[config.mk]
export PLATFORM = sky130hd
export DESIGN_NAME = imem_boot_loader
export DESIGN_NICKNAME = d
export VERILOG_FILES = /design/src/rtl/boot_pkg.sv /design/src/rtl/byte_word_packer.sv /design/src/rtl/imem_boot_loader.sv
export SDC_FILE = /design/constraint.sdc
export NUM_CORES = 1
export LEC_CHECK = 0
export BUFFER_PORTS_ARGS = -buffer_cell sky130_fd_sc_hd__buf_2
export CORE_ASPECT_RATIO = 0.8
export CORE_UTILIZATION = 55
export CTS_BUF_LIST = sky130_fd_sc_hd__clkbuf_2 sky130_fd_sc_hd__clkbuf_4 sky130_fd_sc_hd__clkbuf_8
export DETAILED_ROUTE_END_ITERATION = 12
export GPL_TIMING_DRIVEN = 0
export PLACE_DENSITY = 0.82
export SLEW_MARGIN = 25
export SYNTH_ARGS = -nofsm -noshare
export SYNTH_HDL_FRONTEND = slang
export SYNTH_SLANG_ARGS = --single-unit
export TNS_END_PERCENT = 20
[constraint.sdc]
create_clock -name clk -period 5.7 [get_ports clk]
set_clock_uncertainty 0.15 [all_clocks]
set_input_delay 0.57 -clock clk [delete_from_list [all_inputs] [get_ports clk]]
set_output_delay 0.57 -clock clk [all_outputs]
set_load 0.05 [all_outputs]
[src/rtl/boot_pkg.sv]
// Shared types and word geometry for the instruction-memory boot loader.
package boot_pkg;

  localparam int BOOT_WORD_W    = 32;
  localparam int BYTES_PER_WORD = 4;

  typedef enum logic [2:0] {
    IDLE,
    LEN,
    LOAD,
    CSUM,
    RELEASE,
    RUN,
    ERROR
  } boot_state_t;

endpackage

[src/rtl/byte_word_packer.sv]
// Packs a little-endian byte stream into 32-bit words; word_valid marks the 4th handshake.
module byte_word_packer
  import boot_pkg::*;
(
  input  logic                   clk,
  input  logic                   reset,
  input  logic                   byte_valid,
  input  logic [7:0]             byte_data,
  input  logic                   byte_ready,
  output logic                   word_valid,
  output logic [BOOT_WORD_W-1:0] word
);

  localparam int CNT_W = $clog2(BYTES_PER_WORD);

  logic [CNT_W-1:0] cnt_q, cnt_d;
  logic [23:0]      shift_q, shift_d;
  logic             hs;

  // The last byte bypasses the holding register so the word is complete on its handshake.
  always_comb begin
    hs         = byte_valid && byte_ready;
    cnt_d      = cnt_q;
    shift_d    = shift_q;
    word_valid = hs && (cnt_q == CNT_W'(BYTES_PER_WORD - 1));
    word       = {byte_data, shift_q};
    if (hs) begin
      cnt_d = cnt_q + 1'b1;
      case (cnt_q)
        2'd0:    shift_d[7:0]   = byte_data;
        2'd1:    shift_d[15:8]  = byte_data;
        2'd2:    shift_d[23:16] = byte_data;
        default: shift_d        = shift_q;
      endcase
    end
  end

  always_ff @(posedge clk) begin
    if (reset) begin
      cnt_q   <= '0;
      shift_q <= '0;
    end else begin
      cnt_q   <= cnt_d;
      shift_q <= shift_d;
    end
  end

endmodule

[src/rtl/imem_boot_loader.sv]
// Streams a length-prefixed program image into imem and releases the core after a clean load.
// Optional BOOT_CHECKSUM_EN adds a trailing 32-bit wrapping-sum check before release.
module imem_boot_loader
  import boot_pkg::*;
#(
  parameter int IMEM_DEPTH  = 256,
  parameter int ADDR_W      = $clog2(IMEM_DEPTH),
  parameter int RELEASE_DLY = 4
) (
  input  logic                   clk,
  input  logic                   reset,
  input  logic                   rx_valid,
  input  logic [7:0]             rx_data,
  output logic                   rx_ready,
  output logic                   imem_we,
  output logic [ADDR_W-1:0]      imem_addr,
  output logic [BOOT_WORD_W-1:0] imem_wdata,
  output logic                   core_resetn,
  output logic                   boot_busy,
  output logic                   boot_done,
  output logic                   boot_err,
  output logic [ADDR_W:0]        words_loaded
);

  localparam int DLY_W = $clog2(RELEASE_DLY + 1);

  boot_state_t            state_q, state_d;
  logic [ADDR_W:0]        n_q, n_d;
  logic [ADDR_W:0]        word_cnt_q, word_cnt_d;
  logic [DLY_W-1:0]       dly_q, dly_d;
  logic                   imem_we_q, imem_we_d;
  logic [ADDR_W-1:0]      imem_addr_q, imem_addr_d;
  logic [BOOT_WORD_W-1:0] imem_wdata_q, imem_wdata_d;
  logic                   word_valid;
  logic [BOOT_WORD_W-1:0] word;
  boot_state_t            after_load;
`ifdef BOOT_CHECKSUM_EN
  logic [BOOT_WORD_W-1:0] csum_q, csum_d;
`endif

  byte_word_packer u_packer (
    .clk        (clk),
    .reset      (reset),
    .byte_valid (rx_valid),
    .byte_data  (rx_data),
    .byte_ready (rx_ready),
    .word_valid (word_valid),
    .word       (word)
  );

`ifdef BOOT_CHECKSUM_EN
  assign after_load = CSUM;
`else
  assign after_load = RELEASE;
`endif

  // The strobe cycle is a one-cycle bubble on the byte link.
  always_comb begin
    rx_ready     = ((state_q == LEN) || (state_q == LOAD) || (state_q == CSUM)) && !imem_we_q;
    core_resetn  = (state_q == RUN);
    boot_done    = (state_q == RUN);
    boot_err     = (state_q == ERROR);
    boot_busy    = (state_q == LEN) || (state_q == LOAD) || (state_q == CSUM) ||
                   (state_q == RELEASE);
    imem_we      = imem_we_q;
    imem_addr    = imem_addr_q;
    imem_wdata   = imem_wdata_q;
    words_loaded = word_cnt_q;
  end

  always_comb begin
    state_d      = state_q;
    n_d          = n_q;
    word_cnt_d   = word_cnt_q;
    dly_d        = dly_q;
    imem_we_d    = 1'b0;
    imem_addr_d  = imem_addr_q;
    imem_wdata_d = imem_wdata_q;
`ifdef BOOT_CHECKSUM_EN
    csum_d       = csum_q;
`endif
    case (state_q)
      IDLE: state_d = LEN;
      LEN: begin
        // Length is compared at full 32-bit width so large N cannot alias to a small one.
        if (word_valid) begin
          dly_d = '0;
          if (word > BOOT_WORD_W'(IMEM_DEPTH)) begin
            state_d = ERROR;
          end else if (word == '0) begin
            state_d = after_load;
          end else begin
            n_d     = word[ADDR_W:0];
            state_d = LOAD;
          end
        end
      end
      LOAD: begin
        if (word_valid) begin
          imem_we_d    = 1'b1;
          imem_addr_d  = word_cnt_q[ADDR_W-1:0];
          imem_wdata_d = word;
          word_cnt_d   = word_cnt_q + 1'b1;
`ifdef BOOT_CHECKSUM_EN
          csum_d       = csum_q + word;
`endif
          if ((word_cnt_q + 1'b1) == n_q) begin
            state_d = after_load;
            dly_d   = '0;
          end
        end
      end
`ifdef BOOT_CHECKSUM_EN
      CSUM: begin
        if (word_valid) begin
          dly_d   = '0;
          state_d = (word == csum_q) ? RELEASE : ERROR;
        end
      end
`endif
      RELEASE: begin
        if (dly_q == DLY_W'(RELEASE_DLY)) state_d = RUN;
        else                              dly_d   = dly_q + 1'b1;
      end
      RUN:     state_d = RUN;
      ERROR:   state_d = ERROR;
      default: state_d = IDLE;
    endcase
  end

  always_ff @(posedge clk) begin
    if (reset) begin
      state_q      <= IDLE;
      n_q          <= '0;
      word_cnt_q   <= '0;
      dly_q        <= '0;
      imem_we_q    <= 1'b0;
      imem_addr_q  <= '0;
      imem_wdata_q <= '0;
`ifdef BOOT_CHECKSUM_EN
      csum_q       <= '0;
`endif
    end else begin
      state_q      <= state_d;
      n_q          <= n_d;
      word_cnt_q   <= word_cnt_d;
      dly_q        <= dly_d;
      imem_we_q    <= imem_we_d;
      imem_addr_q  <= imem_addr_d;
      imem_wdata_q <= imem_wdata_d;
`ifdef BOOT_CHECKSUM_EN
      csum_q       <= csum_d;
`endif
    end
  end

endmodule
==> results of run 1 <==
==> placed cells by master, fill, tap and decap left out, types with 4 or more instances in the layout <==
| master | Yosys | layout |
|---|---|---|
| clkbuf_1 | 14 | 14 |
| nand2_1 | 92 | 92 |
| xor2_1 | 6 | 6 |
| nand4_1 | 5 | 5 |
| ha_1 | 7 | 7 |
| clkbuf_8 | 0 | 10 |
| o21ai_0 | 7 | 7 |
| dfxtp_1 | 91 | 91 |
| xnor2_1 | 9 | 9 |
| nand3_1 | 4 | 4 |
| mux2i_1 | 35 | 35 |
| a21oi_1 | 45 | 45 |
| nor2_1 | 57 | 57 |
| buf_2 | 12 | 76 |
| nor4_1 | 8 | 8 |
| and2_1 | 4 | 4 |
| inv_1 | 9 | 9 |
==> kinds of logic (layout without fill, tap and decap cells) <==
logic type      count (synthesis)  after routing  share of synthesized area, %
simple gates                  199            199                          23.1
xor+xnor                       15             15                          3.37
flops                          91             91                          46.8
compound gates                 70             70                          10.9
buf+inv                        38            118                          4.34
mux                            36             36                          9.28
fa+ha+maj                       7              7                          2.25
==> how the worst max path moves through the flow <==
stage                          startpoint     endpoint  slack (ns)
after global placement    words_loaded[0]     dly_q[2]        3.41
after floorplan                state_q[2]  core_resetn        2.96
final                     words_loaded[0]     dly_q[2]        3.31
after global routing      words_loaded[0]     dly_q[2]        3.20
after detailed placement  words_loaded[0]     dly_q[2]        3.36
after CTS                      state_q[2]  core_resetn        3.34
==> state kept, by name, indices dropped and copies added, names as in the netlist <==
signal and cells:
state_q 3, u_packer.shift_q 24, imem_wdata 32, n_q 9, u_packer.cnt_q 2, words_loaded 9
imem_addr 8, imem_we 1, dly_q 3
==> critical path, stage by stage (launching register included) <==
cell      delay [ns]
dfxtp_1         0.50
ha_1            0.31
nand3_2         0.15
or2_4           0.31
o311ai_4        0.30
o21ai_0         0.15
nor3_2          0.25
a311oi_1        0.14
==> layer usage <==
metal  vias to the layer above  track usage, %  part of all wire, %
li1                       1688               -                    -
met1                      1642            34.9                   46
met2                        88            39.5                   46
met3                        16            7.84                  6.5
met4                         0            8.51                  1.8
met5                         -               0                    0
==> power groups by stage <==
stage	Sequential, mW	Clock (mW)	Combinational (mW)
after floorplan	0.671	0	0.103
after global placement	0.675	0	0.130
after detailed placement	0.675	0	0.134
after CTS	0.661	0.414	0.135
after global routing	0.663	0.437	0.149
final	0.661	0.410	0.136
==> metrics by stage <==
stage	hold WS (ns)	std cells	worst slack (ns)	utilization, %	power, mW
floorplan	0.294	456	2.96	-	0.774
global placement	0.290	607	3.41	63.1	0.805
detailed placement	0.293	607	3.36	63.1	0.809
CTS	0.305	623	3.34	65.8	1.21
global route	0.321	623	3.20	65.8	1.25
finish	0.305	623	3.31	65.8	1.21
==> final cells by class <==
cell class / instances / area (um^2)
Fill cell: 586 / 2350
Multi-Input combinational cell: 327 / 1900
Timing Repair Buffer: 64 / 320
Buffer: 29 / 135
Clock buffer: 10 / 138
Inverter: 9 / 33.8
Sequential cell: 91 / 1820
Clock inverter: 6 / 48.8
Tap cell: 87 / 109
==> metrics.md, run 1 <==
| Metric | Value |
|---|---|
| Die area | between 7000 and 8000 um^2 |
| Hold path depth | 2 |
| Fmax | 0.419 GHz |
| Initial Util | 56.8% |
| Mapped Area | around 3900 um^2 |
| Hold_buf cts | 0 |
| Yosys cell types | between 40 and 50 |
| Area delta synth->final | 15.8% |
| Final WL | 9140 um |
| Post-synth net total | 474 |
| Clock Tree Buf Depth | 2 |
| Hold Path Sink | imem_addr[6] |
| Drt initial violations | 236 |
| Worst-case reg-to-reg path depth | 7 |
| Detailed placement HPWL | 6580 um |
| Mapped Cells | 456 |
| Io pins | 66 |
| Final nets | 549 |
| CTS tree | yes |
| Hold path startpoint | imem_addr[6] |
| DR vias | roughly 3400 |
| Share of cells above drive strength 1 | 20.7% |
| Number of buffers created by CTS | 9 |
| Ys flop type | dfxtp_1 |
| Sequential element share of the synthesized area | 46.8% |
| EDFF count, synth | 0 |
| ANT cells | 0 |
| Worst VDD drop | approximately 0.17 mV |
| Antenna violations before repair | 0 |
| Worst r2r src | words_loaded[0] |
| Rel. slew slack | 65.4% |
| Worst-path fanout max | 7 |
| Placed Area | 4320 um^2 |
| Post-cts resize count | 0 |
| FF+latch count, synth | 91 |
| Total GRT Usage | 26.0% |
| Cell at the root of the clock tree | clkbuf_8 |
| Worst Setup End Kind | register |
| Die Ht | 77.3 um |
| Post-synth ARST share | 0% |
| Drt first pass iters | 7 |
| Ranking of synthesized cells by area | dfxtp_1 (47%), mux2i_1 (9.0%), nand2_1 (8.9%) |
| CP Class | reg -> reg |
| Overflow after GRT | 0 |
| Max Cap Viol | 0 |
| Final hold vios | 0 |
| Commonest cells post-synth | nand2_1 (92), dfxtp_1 (91), nor2_1 (57) |
| Post-CTS Repair Setup Buffers | 0 |
| Clock Power Share | ~34% |
| CP required | 5.80 ns |
| CP startpoint kind | register |
| WL per Instance | between 10 and 15 um |
| CP arrival | 2.48 ns |
| Final setup violation count | 0 |
| Worst hold path class | reg -> reg |
| Fin crit period | 2.39 ns |
| Final slew viol count | 0 |
| Worst reg2reg endpoint | dly_q[2] |
| Number of global-route vias before repair | 3055 |
| Yosys warning total | 0 |
| First-pass GRT wire length | 14800 um |
| Switching pwr | 0.339 mW |
| H-tree levels | 3 |
| IO Port Bufs | 64 |
| Area fraction of the dominant cell type after synthesis | 46.8% |
| Clock-pin slew on the worst setup and hold paths | around 0.10 ns |
| Setup_tns | 0 ns |
| Status | finished, final reports clean |
| Logic pwr share | 11.3% |
| Sw frac | ~28% |
| Largest net degree at the start of global routing | 17 |
| Power Dens Cells | 268 nW/um^2 |
| Routed vias/inst | 5.51 |
| DR DRC count | 0 |
| Leak | approximately 2 nW |
| CTS sink cnt | 91 |
| Reg2reg setup slack | 3.31 ns |
| Sequential power share | 54.7% |
| Syn avg cell area | 8.54 um^2 |
| Core Rows | 27 |
| Top cell type by total area after synthesis | dfxtp_1 |
| Most numerous cell in the Yosys netlist | nand2_1 |
| Final period util | 41.9% |
| GPL Wtd Cong | 0.890 |
| Remaining antenna violation count | 0 |
| Unrepaired setup endpoints after global routing | false |
| Clk_lat worst skew | 0.37 ns |
| Cell area after layout | about 4500 um^2 |
| Die W | 96.1 um |
| Worst Max-Slew Pin Slew | 0.519 ns |
| Internal power | 0.869 mW |
| Core box area | 6860 um^2 |
(Power assumes the default switching activity.)
==> run 2, diff against run 1 <==
--- a/config.mk
+++ b/config.mk
@@ -5,6 +5,7 @@
 export SDC_FILE = /design/constraint.sdc
 export NUM_CORES = 1
 export LEC_CHECK = 0
+export ABC_AREA = 1
 export BUFFER_PORTS_ARGS = -buffer_cell sky130_fd_sc_hd__buf_2
 export CORE_ASPECT_RATIO = 0.8
 export CORE_UTILIZATION = 55
==> constraint.sdc (replaced) <==
create_clock -name clk -period 2.5 [get_ports clk]
set_clock_uncertainty 0.15 [all_clocks]
set_input_delay 0.25 -clock clk [delete_from_list [all_inputs] [get_ports clk]]
set_output_delay 0.25 -clock clk [all_outputs]
set_load 0.05 [all_outputs]
==> run 2 against run 1 <==
Effect of this change:
- core utilization rose by 1.3 points
- sequential power rose to 2.5 times the previous value
- final area rose by 3.1%
- worst setup slack got worse by 3.1 ns
- clock power rose to 2.8 times the previous value
- fmax rose by 5.1%
- critical path type unchanged
- largest cell class is now registers
==> metrics.md, run 2 <==
| Metric | Value |
|---|---|
| Post-Synth Simple-Gate Area | 21.7% (-1.4 points) |
| Tot Pwr | 3.90 mW (+220%) |
| Drt initial violations | 316 (+34%) |
| Clock Tree Buf Depth | 2 (unchanged) |
| Worst VDD drop | 0.612 mV (+270%) |
| Mapped Cells | 522 (+14%) |
| Setup_tns | 0 ns (unchanged) |
| Area fraction of the dominant cell type after synthesis | 45.9% (-0.91 points) |
| Io pins | 66 (unchanged) |
| CP startpoint kind | register |
| Die area | 7570 um^2 (+1.9%) |
| Clock-pin slew on the worst setup and hold paths | 0.09 ns (about the same) |
| Yosys cell types | 31 (-34%) |
| Most frequent cells in the layout | dfxtp_1 (91), a21oi_1 (76), o21ai_0 (75) |
| Power Dens Cells | 839 nW/um^2 (+210%) |
| Core Rows | 27 (unchanged) |
| Commonest cells post-synth | dfxtp_1 (91), a21oi_1 (76), o21ai_0 (75) |
| Logic pwr share | 27.7% (+16 points) |
| FF+latch count, synth | 91 (unchanged) |
| Core box area | 6930 um^2 (+0.99%) |
| Crit path buf inv count | 1 (+1) |
| Post-cts resize count | 0 (unchanged) |
| Largest net degree at the start of global routing | 17 (unchanged) |
| Drt first pass iters | 5 (-2) |
| Worst r2r src | words_loaded[0] |
| Initial Util | 57.4% (+0.57 points) |
| Unrepaired setup endpoints after global routing | false |
| Sequential element share of the synthesized area | 45.9% (-0.91 points) |
| CP Class | reg -> reg |
| Mux cell area share after synthesis | 0% (-9.3 points) |
| Yosys warning total | 0 (unchanged) |
| Number of buffers created by CTS | 9 (unchanged) |
| CP Cell Sequence | ha_1, nand3_1, o21bai_1, nand2_1, nand2_1, nand3_1, nor2_1, nand3_2, nand2_4, nand2_1, o21ai_1, inv_1 |
| Ranking of synthesized cells by area | dfxtp_1 (46%), a21oi_1 (9.6%), o21ai_0 (9.4%) |
| Mapped Area | 3970 um^2 (+2.0%) |
| CP required | 2.61 ns (-3.19 ns) |
| Final WL | 10300 um (+13%) |
| Largest family of logic cells by synthesized area | simple AND/OR/NAND/NOR gates |
| Worst Max-Slew Pin Slew | 0.484 ns (-0.0345 ns) |
| Final period util | 90.8% (+49 points) |
| H-tree levels | 3 (unchanged) |
| CP peak stage delay | 0.46 ns (-0.04 ns) |
| Final slew viol count | 0 (unchanged) |
| Worst Setup End Kind | register |
| Synth Area in Compound Gates | 20.2% (+9.3 points) |
| Setup ws final | 0.229 ns (-3.08 ns) |
| Area delta synth->final | 17.0% |
| CP arrival | 2.38 ns (-0.10 ns) |
| Final hold vios | 0 (unchanged) |
| Finished Layout Cells | 691 (+11%) |
| Top cell type by total area after synthesis | dfxtp_1 |
| Number of global-route vias before repair | 3635 (+19%) |
| Most common cell on crit path | nand2_1 |
| Leak | 2.07 nW (+3.9%) |
| WL per Instance | 15.0 um (+1.9%) |
| Clock Power Share | 29.3% (-4.7 points) |
| DR vias | 3884 (+13%) |
| XOR/XNOR Fraction of Synth Area | 0.661% (-2.7 points) |
| Post-placement cell count | 674 (+11%) |
| Share of cells above drive strength 1 | 20.4% (-0.34 points) |
| First-pass GRT wire length | 17000 um (+15%) |
| Worst path slowest cell | dfxtp_1 |
| CP top delay family | simple AND/OR/NAND/NOR gates |
| Critical Path Source | words_loaded[0] |
| GPL Wtd Cong | 0.887 (-0.28%) |
| Clk_lat worst skew | 0.36 ns (about the same) |
| Ys flop type | dfxtp_1 |
| Adder-cell share of the synthesized area | 2.20% (-0.044 points) |
| Rel. slew slack | 67.7% (+2.3 points) |
| Status | finished, final reports clean |
| Detailed placement HPWL | 7480 um (+14%) |
| Remaining antenna violation count | 0 (unchanged) |
| Hold path startpoint | rx_data[0] |
| CTS tree | yes |
| Final nets | 617 (+12%) |
| ANT cells | 0 (unchanged) |
| Most numerous cell in the Yosys netlist | dfxtp_1 |
| Worst hold path class | in -> reg |
| Largest register FFs | 32 (unchanged) |
| Final setup violation count | 0 (unchanged) |
| Overflow after GRT | 0 (unchanged) |
| EDFF count, synth | 0 (unchanged) |
| Switching pwr | 1.39 mW (+310%) |
| Fin crit period | 2.27 ns (-0.115 ns) |
| IO Port Bufs | 65 (+1.6%) |
| Syn avg cell area | 7.61 um^2 (-11%) |
| DR DRC count | 0 (unchanged) |
| Post-synth ARST share | 0% (unchanged) |
| CTS sink cnt | 91 (unchanged) |
| Routed vias/inst | 5.62 (+2.0%) |
| Antenna violations before repair | 0 (unchanged) |
| Die W | 97.0 um (+0.97%) |
| Cell at the root of the clock tree | clkbuf_8 |
| Fmax | 0.440 GHz (+5.1%) |
| Max Cap Viol | 0 (unchanged) |
| Most common cell after layout, fill and taps aside | dfxtp_1 |
| Internal power | 2.51 mW (+190%) |
| Sw frac | 35.6% (+7.6 points) |
| Worst-path fanout max | 10 (+3) |
| Sequential power share | 43.1% (-12 points) |
| Setup WS pre-CTS | 0.325 ns (-3.04 ns) |
| Post-synth net total | 540 (+14%) |
| Total GRT Usage | 28.0% (+2.0 points) |
| Die Ht | 78.0 um (+0.96%) |
==> run 2: layout make-up <==
type	count	area (um^2)
flip-flops and latches	91	1820
fillers	574	2280
inverters	64	240
well taps	87	109
repair buffers	66	335
plain buffers	23	133
multi-input cells	344	1780
clock inverters	6	93.8
clock buffers	10	138
==> run 2: cell families after synthesis <==
| kind of cell | Yosys count |
|---|---|
| XOR/XNOR | 3 |
| adder cells (fa/ha/maj) | 7 |
| AND/OR/NAND/NOR | 178 |
| buffers and inverters | 87 |
| flip-flops | 91 |
| AO/OA/AOI/OAI | 156 |
==> run 2: power by group through the flow <==
stage          Combinational, mW  Clock, mW  Sequential (mW)
6_report                    1.08       1.14             1.68
3_3_place_gp                1.01          0             1.70
4_1_cts                     1.07       1.16             1.68
3_5_place_dp                1.06          0             1.71
5_1_grt                     1.20       1.22             1.69
2_1_floorplan              0.842          0             1.69
==> run 2: stage by stage <==
| step | utilization [%] | area, um^2 | hold WS [ns] |
|---|---|---|---|
| finish | 67.1 | 4650 | 0.0172 |
| global route | 67.1 | 4650 | 0.0211 |
| CTS | 67.1 | 4650 | 0.00334 |
| detailed placement | 63.6 | 4410 | 0.310 |
| global placement | 63.6 | 4410 | 0.302 |
| floorplan | - | 3970 | 0.169 |
==> run 2: timing repair <==
| item | CTS | global route |
|---|---|---|
| setup buffers | 0 | 0 |
| setup endpoints to repair | 0 | 0 |
| hold buffers | 1 | 0 |
| hold endpoints to repair | 2 | 0 |
==> run 2: per-layer routing <==
| metal | vias up | global-route usage, % | wire length, um |
|---|---|---|---|
| met5 | - | 0 | 0 |
| met4 | 0 | 12.8 | 286 |
| met3 | 32 | 6.14 | 740 |
| met2 | 168 | 47.5 | 4950 |
| met1 | 1808 | 34.3 | 4360 |
| li1 | 1876 | - | - |
==> run 2: path summary, 6_finish.rpt <==
| check | end | slack, ns | cells after the start |
|---|---|---|---|
| worst max-delay path | state_q[1] | 0.23 | 12 |
| worst min-delay path | imem_wdata[24] | 0.02 | 3 |
| worst max register to register | state_q[1] | 0.23 | 12 |
| worst min register to register | imem_addr[0] | 0.32 | 2 |
==> run 2: worst reg2reg max path: stages (launching register included) <==
cell      delay, ns
dfxtp_1        0.46
ha_1           0.26
nand3_1        0.14
o21bai_1       0.23
nand2_1        0.13
nand2_1        0.08
nand3_1        0.08
nor2_1         0.13
nand3_2        0.13
nand2_4        0.14
nand2_1        0.07
o21ai_1        0.14
inv_1          0.06
